[src/rtl/serializer_pkg.sv]
// Shared types and defaults for the parallel-to-serial transmitter.
// The serial format sends the MSB first and marks each bit with a valid strobe.
package serializer_pkg;

  typedef enum logic {
    IDLE = 1'b0,
    SEND = 1'b1
  } state_t;

  localparam int unsigned DEF_DATA_BUS_WIDTH = 16;
  localparam int unsigned DEF_MIN_LEN        = 3;

  // A modifier of zero selects a full-width word.
  function automatic int unsigned eff_len(input int unsigned mod, input int unsigned width);
    return (mod == 0) ? width : mod;
  endfunction

endpackage

[src/rtl/serializer.sv]
// Parallel-to-serial transmitter: latches one word and sends its top len bits MSB first,
// one bit per cycle with a valid strobe; busy mirrors the burst.
module serializer
  import serializer_pkg::*;
#(
  parameter int unsigned DATA_BUS_WIDTH = DEF_DATA_BUS_WIDTH,
  parameter int unsigned MOD_WIDTH      = $clog2(DATA_BUS_WIDTH),
  parameter int unsigned MIN_LEN        = DEF_MIN_LEN
) (
  input  logic                      clk_i,
  input  logic                      arstn_i,
  input  logic [DATA_BUS_WIDTH-1:0] data_i,
  input  logic [MOD_WIDTH-1:0]      data_mod_i,
  input  logic                      data_val_i,
  output logic                      ser_data_o,
  output logic                      ser_data_val_o,
  output logic                      busy_o
);

  localparam logic [MOD_WIDTH:0] CNT_ONE = (MOD_WIDTH + 1)'(1);

  state_t                    state;
  state_t                    state_next;
  logic [DATA_BUS_WIDTH-1:0] shift_q;
  logic [MOD_WIDTH:0]        cnt_q;
  int unsigned               len;
  logic                      accept;
  logic                      last_bit;

  assign len      = eff_len(32'(data_mod_i), DATA_BUS_WIDTH);
  assign accept   = data_val_i && (state == IDLE) && (len >= MIN_LEN);
  assign last_bit = (cnt_q == CNT_ONE);

  always_ff @(posedge clk_i or negedge arstn_i) begin
    if (!arstn_i) begin
      state <= IDLE;
    end else begin
      state <= state_next;
    end
  end

  always_comb begin
    state_next = state;
    unique case (state)
      IDLE:    if (accept) state_next = SEND;
      SEND:    if (last_bit) state_next = IDLE;
      default: state_next = IDLE;
    endcase
  end

  // cnt_q holds the bits still to go including the one currently on the wire.
  always_ff @(posedge clk_i or negedge arstn_i) begin
    if (!arstn_i) begin
      shift_q <= '0;
      cnt_q   <= '0;
    end else if (accept) begin
      shift_q <= data_i;
      cnt_q   <= (MOD_WIDTH + 1)'(len);
    end else if (state == SEND) begin
      shift_q <= {shift_q[DATA_BUS_WIDTH-2:0], 1'b0};
      cnt_q   <= cnt_q - CNT_ONE;
    end
  end

  // Outputs depend only on flops, so they behave as registered and clear with reset.
  always_comb begin
    busy_o         = 1'b0;
    ser_data_val_o = 1'b0;
    ser_data_o     = 1'b0;
    if (state == SEND) begin
      busy_o         = 1'b1;
      ser_data_val_o = 1'b1;
      ser_data_o     = shift_q[DATA_BUS_WIDTH-1];
    end
  end

endmodule

[config.mk]
export PLATFORM = sky130hd
export DESIGN_NAME = serializer
export DESIGN_NICKNAME = d
export VERILOG_FILES = /design/src/rtl/serializer_pkg.sv /design/src/rtl/serializer.sv
export SDC_FILE = /design/constraint.sdc
export NUM_CORES = 1
export LEC_CHECK = 0
export ABC_AREA = 0
export CORE_UTILIZATION = 35
export DETAILED_ROUTE_END_ITERATION = 16
export PLACE_DENSITY_LB_ADDON = 0.15
export SYNTH_ARGS = -nofsm -noshare
export SYNTH_HDL_FRONTEND = slang
export SYNTH_SLANG_ARGS = --single-unit
[constraint.sdc]
create_clock -name clk_i -period 3.38 [get_ports clk_i]
set_input_delay 0.676 -clock clk_i [delete_from_list [all_inputs] [get_ports clk_i]]
set_output_delay 0.676 -clock clk_i [all_outputs]
set_load 0.05 [all_outputs]
* Word-level counts from Yosys, hierarchy flattened
Index checks and enable logic that the tools add are counted.
** Word-level totals
- Register bits after elaboration :: 22
- Input bits :: 23
- Word-level logic and storage cells :: 21
** Cells by class
- Add/sub/neg operators :: 1
- Order comparisons :: 1
- Equal/unequal tests :: 1
- Multiplexer cells :: 10
- Bitwise logic cells :: 1
- Reductions and logical operators :: 4
** Operators by type and width (count)
- 16-bit 2-to-1 mux :: 2
- 5-bit 2-to-1 mux :: 3
- 5-bit by 1-bit == test with 1-bit output (second input constant) :: 1
- 5-bit by 2-bit greater-or-equal comparator with 1-bit output (second input constant) :: 1
- 5-bit by 1-bit subtractor with 5-bit output (second input constant) :: 1
- 4-bit zero test :: 1
- 1-bit 2-to-1 mux :: 4
- 1-bit logical AND :: 2
- 1-bit case mux with 2 select lines :: 1
- 2-bit nonzero test :: 1
- 1-bit NOT :: 1

* Logic depth before layout (Yosys ltp)
Gate-level depths: netlist of run 1.
- Depth in word-level cells :: 6
- Mapped depth :: 5
- Gate-level depth less buffers :: 5

* Worst setup path before layout of run 1
OpenSTA, ideal clock, no wires.
- Path kind :: register to output
- Start point :: reg state
- End point :: out ser_data_o
- Arrival time :: 1.592 ns
- Data required time :: 2.704 ns
- Setup slack :: 1.112 ns
- Stages on the path, launching flop included :: 4
- Buffers on the path :: 2
- Path through :: dfrtp_1 buf_2 buf_2 and2_1
** Between the ends
- Longest elaborated chain between the ends :: 1
** Ends and longest elaborated chain
- start: declaration :: line serializer.sv:22 : state_t state;
- start signal: assignment :: line serializer.sv:38 : state <= state_next;
- 1-bit 2-to-1 mux :: line serializer.sv:70 : if (state == SEND) begin
- end: declaration :: line serializer.sv:15 : output logic ser_data_o,
Every way passes these cells.

* Final worst setup path of run 1
Same ends and word-level chain as after synthesis.

==> results of run 1 <==
## metrics by stage
step	hold WS (ps)	worst slack, ps	cells
after floorplan	380	1110	157
after global placement	497	839	222
after detailed placement	504	796	222
after CTS	528	701	226
after global routing	556	610	226
final	521	736	226
## power groups by stage
stage	Clock, mW	Sequential (mW)	Combinational, mW
after global placement	0	0.483	0.559
after CTS	0.260	0.482	0.577
after floorplan	0	0.464	0.438
after detailed placement	0	0.486	0.575
final	0.256	0.483	0.569
after global routing	0.269	0.505	0.640
## Yosys cell counts, drive strengths merged
cell | instances | area [µm²]
a2bb2oi | 1 | 8.76
a31oi | 15 | 93.8
a21oi | 1 | 5.00
clkbuf | 4 | 15.0
nor3 | 1 | 5.00
a211o | 1 | 8.76
or2 | 1 | 6.26
nor2b | 8 | 50.1
xnor2 | 1 | 16.3
o221ai | 1 | 8.76
nor2 | 2 | 10.0
or4 | 1 | 7.51
a311o | 1 | 10.0
a32o | 1 | 10.0
nand2 | 20 | 75.1
o211ai | 31 | 233
a32oi | 1 | 8.76
buf | 12 | 83.8
nor3b | 2 | 15.0
a31o | 1 | 8.76
dfrtp | 22 | 551
a21boi | 1 | 11.3
and2b | 9 | 67.6
o21ai | 3 | 15.0
and2 | 1 | 6.26
o311a | 2 | 20.0
ha | 2 | 25.0
a211oi | 2 | 15.0
nand2b | 1 | 6.26
xor2 | 1 | 27.5
nand3b | 1 | 7.51
a221oi | 1 | 8.76
inv | 4 | 15.0
mux2i | 1 | 10.0
## per-layer routing
| metal | share of wire (%) | global-route usage, % |
|---|---|---|
| met4 | 1.4 | 7.71 |
| met5 | 0 | 0 |
| met1 | 48 | 25.6 |
| met3 | 4.0 | 2.23 |
| met2 | 46 | 29.9 |
## sequential cells by signal, summed over array words and instances, names as in the netlist
name	count
cnt_q	5
shift_q	16
state	1
## worst max path at each step
stage | start | to | slack [ps]
after global placement | data_mod_i[0] | cnt_q[2] | 840
after floorplan | state | ser_data_o | 1110
after detailed placement | data_mod_i[0] | cnt_q[2] | 800
after CTS | state | ser_data_o | 700
after global routing | state | ser_data_o | 610
final | state | ser_data_o | 740
## critical path: stages (launching register included)
cell,delay [ps]
sky130_fd_sc_hd__dfrtp_1,690
sky130_fd_sc_hd__and2_1,210
sky130_fd_sc_hd__clkdlybuf4s50_1,800
## area by class of cell
cell class	instances	share of cell area (%)
Tap cell	50	3.48
Clock inverter	1	1.67
Inverter	4	0.836
Clock buffer	3	2.30
Multi-Input combinational cell	115	44.6
Sequential cell	22	30.7
Timing Repair Buffer	31	16.4
## kinds of logic after synthesis
| kind of cell | share of synthesized area (%) |
|---|---|
| AO/OA/AOI/OAI | 31.8 |
| XOR/XNOR | 2.99 |
| adder cells (fa/ha/maj) | 1.71 |
| buffers and inverters | 7.77 |
| flip-flops | 37.6 |
| multiplexers | 0.683 |
| AND/OR/NAND/NOR | 17.5 |
## cells in the final DEF (no fill, tap or decap)
| cell type | instances |
|---|---|
| sky130_fd_sc_hd__or2_1 | 1 |
| sky130_fd_sc_hd__a2bb2oi_1 | 1 |
| sky130_fd_sc_hd__a31oi_1 | 15 |
| sky130_fd_sc_hd__ha_1 | 2 |
| sky130_fd_sc_hd__a21oi_1 | 1 |
| sky130_fd_sc_hd__nand2_1 | 20 |
| sky130_fd_sc_hd__o21ai_0 | 2 |
| sky130_fd_sc_hd__nor2_2 | 1 |
| sky130_fd_sc_hd__xor2_4 | 1 |
| sky130_fd_sc_hd__nand2b_1 | 1 |
| sky130_fd_sc_hd__inv_1 | 4 |
| sky130_fd_sc_hd__a32oi_1 | 1 |
| sky130_fd_sc_hd__buf_4 | 6 |
| sky130_fd_sc_hd__nor2_1 | 1 |
| sky130_fd_sc_hd__and2_1 | 1 |
| sky130_fd_sc_hd__o311a_1 | 2 |
| sky130_fd_sc_hd__or4_1 | 1 |
| sky130_fd_sc_hd__and2b_1 | 9 |
| sky130_fd_sc_hd__a211o_1 | 1 |
| sky130_fd_sc_hd__a21boi_2 | 1 |
| sky130_fd_sc_hd__xnor2_2 | 1 |
| sky130_fd_sc_hd__a211oi_1 | 2 |
| sky130_fd_sc_hd__nor3b_1 | 2 |
| sky130_fd_sc_hd__o211ai_1 | 31 |
| sky130_fd_sc_hd__dfrtp_1 | 22 |
| sky130_fd_sc_hd__a311o_1 | 1 |
| sky130_fd_sc_hd__nor3_1 | 1 |
| sky130_fd_sc_hd__nand3b_1 | 1 |
| sky130_fd_sc_hd__clkbuf_8 | 3 |
| sky130_fd_sc_hd__nor2b_1 | 8 |
| sky130_fd_sc_hd__o221ai_1 | 1 |
| sky130_fd_sc_hd__o21ai_1 | 1 |
| sky130_fd_sc_hd__a31o_2 | 1 |
| sky130_fd_sc_hd__a221oi_1 | 1 |
| sky130_fd_sc_hd__bufinv_16 | 1 |
| sky130_fd_sc_hd__mux2i_1 | 1 |
| sky130_fd_sc_hd__a32o_1 | 1 |
| sky130_fd_sc_hd__clkdlybuf4s50_1 | 25 |
==> impl_table.tex, run 1 <==
\begin{tabular}{lr}
\hline
Metric & Value \\
\hline
\multicolumn{2}{l}{\textbf{Outcome}} \\
\quad Run status & complete, no violations \\
\multicolumn{2}{l}{\textbf{STA}} \\
\quad Unrepaired setup endpoints after global routing & false \\
\quad Relative slew margins & $\sim$47\% \\
\quad Maximum clock frequency & approximately 380 MHz \\
\quad Share of the cycle needed by the critical path after routing & 78.2\% \\
\quad Worst Max-Slew Pin Slew & a little under 800 ps \\
\quad Setup\_tns & 0 ps \\
\quad Max-slew violation count & 0 \\
\quad Clock Skew & between 10 and 15 ps \\
\quad Minimum clock period & 2640 ps \\
\quad Endpoints failing setup & 0 \\
\quad Hold Vio Cnt, Final & 0 \\
\multicolumn{2}{l}{\textbf{Yosys}} \\
\quad Synthesis Warnings & 0 \\
\quad Unique cell type count in the Yosys netlist & 38 \\
\quad Register area share after synthesis & roughly 38\% \\
\quad Synthesized area per cell & 9.33 µm² \\
\quad Net count after synthesis & 182 \\
\quad Total standard cell area after synthesis & approximately 1500 µm² \\
\quad Synthesized instance count & between 150 and 200 \\
\quad Synthesized flop and latch total & 22 \\
\multicolumn{2}{l}{\textbf{Worst hold path}} \\
\quad Min-delay src & shift\_q[9] \\
\quad Count of cells along the worst hold path & 2 \\
\quad Worst Hold Path EP & shift\_q[10] \\
\quad Type of the most critical hold path & flop to flop \\
\multicolumn{2}{l}{\textbf{Critical path}} \\
\quad Startpoint kind of the worst setup timing path & flop \\
\quad Worst setup path class & flop to primary output \\
\quad Data arrival at the endpoint of the critical path & around 2000 ps \\
\quad Crit-path max FO & 18 \\
\quad R2R Setup Slk & around 1500 ps \\
\quad Required time of the critical path & between 2000 and 3000 ps \\
\quad Capturing point of the worst reg2reg path & cnt\_q[4] \\
\quad Critical Path End Type & primary output \\
\quad Depth of the worst register-to-register path & 5 \\
\quad Startpoint of the most critical register-to-register path & state \\
\multicolumn{2}{l}{\textbf{Floorplan}} \\
\quad Starting density of the core & between 30\% and 40\% \\
\quad Total I/O pin count & 26 \\
\quad Overall die width & 66.7 µm \\
\quad Die Footprint & between 4000 and 5000 µm² \\
\quad Die H & around 67 µm \\
\quad Core area & around 4000 µm² \\
\quad Number of core rows & 23 \\
\multicolumn{2}{l}{\textbf{Power and ir drop}} \\
\quad Net switching power & about 0.52 mW \\
\quad Gate power share & 43.5\% \\
\quad Worst vdd rail ir drop & 250 µV \\
\quad Final Power & 1.31 mW \\
\quad Net switching share of the total power & about 40\% \\
\quad Power share of the sequential group & 36.9\% \\
\quad Clock Power Share & around a fifth \\
\quad P\_leak & between 0.6 and 0.7 nW \\
\quad Internal Dissipation & a little under 0.8 mW \\
\quad Power density over cell area & between 700 and 800 nW/µm² \\
\multicolumn{2}{l}{\textbf{Clock tree}} \\
\quad Clock-pin transition on the worst setup and hold timing paths & around 90 ps \\
\quad Clock latency at the later pin of the worst-skew pair & 280 ps \\
\quad CTS root buf & sky130\_fd\_sc\_hd\_\_clkbuf\_8 \\
\quad \# Post-CTS Setup Buffers & 0 \\
\quad Clock tree from TritonCTS & done \\
\quad TritonCTS sink count & 22 \\
\quad Number of buffers inserted for hold repair after clock tree synthesis & 0 \\
\quad Resized cells post-CTS & 0 \\
\quad CTS max path bufs & 2 \\
\quad Num CTS Buffers & 3 \\
\quad H-tree level count & 1 \\
\multicolumn{2}{l}{\textbf{Placed design}} \\
\quad Post-placement cell area & 1720 µm² \\
\quad HPWL reported at the end of detailed placement & around 2400 µm \\
\quad Quantity of I/O buffers inserted on ports & 25 \\
\quad Weighted congestion reported at the end of routability-driven placement & between 0.8 and 0.9 \\
\multicolumn{2}{l}{\textbf{Drt}} \\
\quad DRC errors left & 0 \\
\quad Length of the first detailed-routing pass in iterations & 4 \\
\quad Vias post-DR & roughly 1,300 \\
\quad Total Wirelength & about 3600 µm \\
\quad Mean routed wirelength per cell & approximately 16 µm \\
\quad Count of routing violations after the opening detailed-route iteration & 92 \\
\quad Via density per instance & 5.71 \\
\quad Final antenna-violating net count & 0 \\
\multicolumn{2}{l}{\textbf{Final layout}} \\
\quad Design area & around 1800 µm² \\
\quad Layout area overhead & 22.5\% \\
\quad Core occupancy in the finished layout & around 45\% \\
\quad Area of combinational cells with multiple inputs & approximately 800 µm² \\
\quad Register area & approximately 550 µm² \\
\quad Fraction of final layout cells sized beyond drive strength 1 & 8.52\% \\
\quad Final net count & between 200 and 250 \\
\quad Layout filler cell count & between 300 and 400 \\
\quad Antenna diode instance count & 0 \\
\multicolumn{2}{l}{\textbf{Flow run}} \\
\quad Reported max-cap violation count & 0 \\
\multicolumn{2}{l}{\textbf{GRT}} \\
\quad Overall track demand over capacity in global routing & 18.8\% \\
\quad Maximum number of pins on one net before global-route repair & 28 \\
\quad GRT overflow & 0 \\
\quad Via count of the first global-routing pass & around 1,300 \\
\quad First-pass GRT wire length & $\sim$6400 µm \\
\quad Antenna violations before repair & 0 \\
\hline
\end{tabular}
Power figures use the tool's default switching activity.
==> run 2: changes to the inputs <==
clock period = 2.1 ns   (was 3.38 ns; I/O delays follow)
==> impl_table.tex, run 2 (same netlist as run 1, synthesis figures left out) <==
\begin{tabular}{lr}
\hline
Metric & Value \\
\hline
\multicolumn{2}{l}{\textbf{STA}} \\
\quad Max-slew violation count & 0 (unchanged) \\
\quad Hold Vio Cnt, Final & 0 (unchanged) \\
\quad Maximum clock frequency & 587 MHz \\
\quad Share of the cycle needed by the critical path after routing & between 80\% and 90\% \\
\quad Unrepaired setup endpoints after global routing & false \\
\quad Setup\_tns & 0 ps (unchanged) \\
\quad Minimum clock period & approximately 1700 ps \\
\quad Worst hold margin & 512 ps (-8.56 ps) \\
\quad Post-route worst setup slack & 395 ps (-341 ps) \\
\quad Worst Max-Slew Pin Slew & 474 ps (-313 ps) \\
\quad Endpoints failing setup & 0 (unchanged) \\
\quad Clock Skew & 3.44 ps (-7.09 ps) \\
\quad Relative slew margins & 68.3\% (+21 points) \\
\multicolumn{2}{l}{\textbf{Final layout}} \\
\quad Layout area overhead & 29.5\% \\
\quad Register area & 551 µm² (unchanged) \\
\quad Top register by number of flip-flops & shift\_q \\
\quad Most used cells in the layout excluding fill and tap cells & sky130\_fd\_sc\_hd\_\_o211ai\_1, sky130\_fd\_sc\_hd\_\_dfrtp\_1, sky130\_fd\_sc\_hd\_\_clkdlybuf4s50\_1 \\
\quad Antenna diode instance count & 0 (unchanged) \\
\quad Area of combinational cells with multiple inputs & 801 µm² (unchanged) \\
\quad Flip-flop count of the largest register, all copies and words added & 16 (unchanged) \\
\quad Fraction of final layout cells sized beyond drive strength 1 & 15.1\% (+6.5 points) \\
\quad Final net count & 212 (+5.0\%) \\
\quad Design area & 1900 µm² (+5.6\%) \\
\quad Most frequent standard cell in the layout excluding fill and tap cells & sky130\_fd\_sc\_hd\_\_o211ai\_1 \\
\quad Layout filler cell count & 374 (-2.3\%) \\
\quad Largest regs & shift\_q x16, cnt\_q x5, state x1 \\
\multicolumn{2}{l}{\textbf{Floorplan}} \\
\quad Number of core rows & 23 (unchanged) \\
\quad Total I/O pin count & 26 (unchanged) \\
\quad Core area & 4000 µm² (unchanged) \\
\quad Starting density of the core & 36.6\% (unchanged) \\
\quad Overall die width & 66.7 µm (unchanged) \\
\quad Die Footprint & 4450 µm² (unchanged) \\
\quad Die H & 66.7 µm (unchanged) \\
\multicolumn{2}{l}{\textbf{Power and ir drop}} \\
\quad Final Power & 2.13 mW (+63\%) \\
\quad Worst vdd rail ir drop & 416 µV (+66\%) \\
\quad Net switching power & 0.848 mW (+63\%) \\
\quad Net switching share of the total power & 39.8\% (about the same) \\
\quad P\_leak & 0.755 nW (+9.1\%) \\
\quad Internal Dissipation & 1.28 mW (+63\%) \\
\quad Gate power share & 49.9\% (+6.4 points) \\
\quad Power density over cell area & 1120 nW/µm² (+54\%) \\
\quad Clock Power Share & 14.4\% (-5.2 points) \\
\quad Power share of the sequential group & 35.7\% (-1.2 points) \\
\multicolumn{2}{l}{\textbf{Placed design}} \\
\quad Worst setup slack before clock tree synthesis & 121 ps (-674 ps) \\
\quad Weighted congestion reported at the end of routability-driven placement & 0.784 (-3.6\%) \\
\quad Post-placement cell area & 1840 µm² (+6.8\%) \\
\quad Quantity of I/O buffers inserted on ports & 25 (unchanged) \\
\quad HPWL reported at the end of detailed placement & 2450 µm (+2.6\%) \\
\multicolumn{2}{l}{\textbf{Clock tree}} \\
\quad Number of buffers inserted for hold repair after clock tree synthesis & 0 (unchanged) \\
\quad CTS max path bufs & 2 (unchanged) \\
\quad Clock latency at the later pin of the worst-skew pair & 260 ps (-20 ps) \\
\quad \# Post-CTS Setup Buffers & 0 (unchanged) \\
\quad H-tree level count & 1 (unchanged) \\
\quad CTS root buf & sky130\_fd\_sc\_hd\_\_clkbuf\_8 \\
\quad Resized cells post-CTS & 0 (unchanged) \\
\quad Clock tree from TritonCTS & done \\
\quad Clock-pin transition on the worst setup and hold timing paths & 80 ps (about the same) \\
\quad Num CTS Buffers & 3 (unchanged) \\
\quad TritonCTS sink count & 22 (unchanged) \\
\multicolumn{2}{l}{\textbf{Critical path}} \\
\quad Critical Path End Type & flop \\
\quad Startpoint of the most critical register-to-register path & cnt\_q[0] \\
\quad Required time of the critical path & 2240 ps (-460 ps) \\
\quad R2R Setup Slk & 620 ps (-880 ps) \\
\quad Depth of the worst register-to-register path & 5 (unchanged) \\
\quad Crit-path max FO & 8 (-10) \\
\quad Startpoint kind of the worst setup timing path & primary input \\
\quad Worst setup path class & primary input to flop \\
\quad Capturing point of the worst reg2reg path & cnt\_q[4] \\
\quad Data arrival at the endpoint of the critical path & 1840 ps (-130 ps) \\
\multicolumn{2}{l}{\textbf{Flow run}} \\
\quad Reported max-cap violation count & 0 (unchanged) \\
\multicolumn{2}{l}{\textbf{Drt}} \\
\quad Final antenna-violating net count & 0 (unchanged) \\
\quad Total Wirelength & 3550 µm (-1.8\%) \\
\quad Via density per instance & 5.52 (-3.4\%) \\
\quad Vias post-DR & 1,302 (+0.85\%) \\
\quad Length of the first detailed-routing pass in iterations & 5 (+1) \\
\quad Mean routed wirelength per cell & 15.0 µm (-6.0\%) \\
\quad DRC errors left & 0 (unchanged) \\
\quad Count of routing violations after the opening detailed-route iteration & 102 (+11\%) \\
\multicolumn{2}{l}{\textbf{GRT}} \\
\quad GRT overflow & 0 (unchanged) \\
\quad Maximum number of pins on one net before global-route repair & 23 (-18\%) \\
\quad Antenna violations before repair & 0 (unchanged) \\
\quad Overall track demand over capacity in global routing & 17.7\% (-1.1 points) \\
\quad Via count of the first global-routing pass & 1,286 (-4.7\%) \\
\quad First-pass GRT wire length & 6020 µm (-6.2\%) \\
\multicolumn{2}{l}{\textbf{Outcome}} \\
\quad Run status & complete, no violations \\
\multicolumn{2}{l}{\textbf{Worst hold path}} \\
\quad Type of the most critical hold path & primary input to async pin \\
\hline
\end{tabular}
==> run 2: cell count changes in the layout (fill, tap and decap cells not counted) <==
cell,delta
sky130_fd_sc_hd__clkdlybuf4s50_1,-3
sky130_fd_sc_hd__bufinv_16,-1
sky130_fd_sc_hd__buf_12,+4
sky130_fd_sc_hd__buf_4,+9
sky130_fd_sc_hd__clkbuf_8,+1
==> run 2: cell type report <==
cell class / count / area share (%)
clock buffer: 4 / 2.90
inverter: 4 / 0.792
multi-input combinational: 115 / 42.2
sequential: 22 / 29.0
tap: 50 / 3.30
timing repair buffer: 41 / 21.8
==> run 2: worst max path at each step <==
stage / from / end / slack, ps / cells after the start
2_1_floorplan: state / ser_data_o / 90 / 3
3_3_place_gp: data_mod_i[0] / state / 140 / 4
3_5_place_dp: data_mod_i[0] / cnt_q[1] / 120 / 4
4_1_cts: data_mod_i[0] / cnt_q[1] / 410 / 4
5_1_grt: data_mod_i[0] / shift_q[13] / 320 / 5
6_report: data_mod_i[0] / shift_q[4] / 400 / 5
==> run 2: critical path, stage by stage <==
cell and delay, ps:
sky130_fd_sc_hd__clkdlybuf4s50_1 650, sky130_fd_sc_hd__xor2_4 290, sky130_fd_sc_hd__buf_4 190, sky130_fd_sc_hd__a31oi_1 190, sky130_fd_sc_hd__o211ai_1 100
==> run 2: per-layer routing <==
layer / vias up / share of wire [%] / track usage, %
li1: 651 / - / -
met3: 2 / 4.7 / 2.74
met1: 605 / 49 / 23.7
met5: - / 0 / 0
met2: 44 / 46 / 29.0
met4: 0 / 0.59 / 5.32
==> run 2: power groups by stage <==
stage | clock network, mW | logic (mW) | registers [mW]
after global routing | 0.337 | 1.17 | 0.786
after detailed placement | 0 | 1.07 | 0.764
final | 0.307 | 1.06 | 0.759
after floorplan | 0 | 0.705 | 0.747
after CTS | 0.318 | 1.07 | 0.758
after global placement | 0 | 1.04 | 0.754
==> run 2: stage by stage <==
step / util [%] / instances
finish: 47.4 / 236
global route: 47.4 / 236
CTS: 47.4 / 236
detailed placement: 46.0 / 232
global placement: 46.0 / 232
floorplan: - / 157
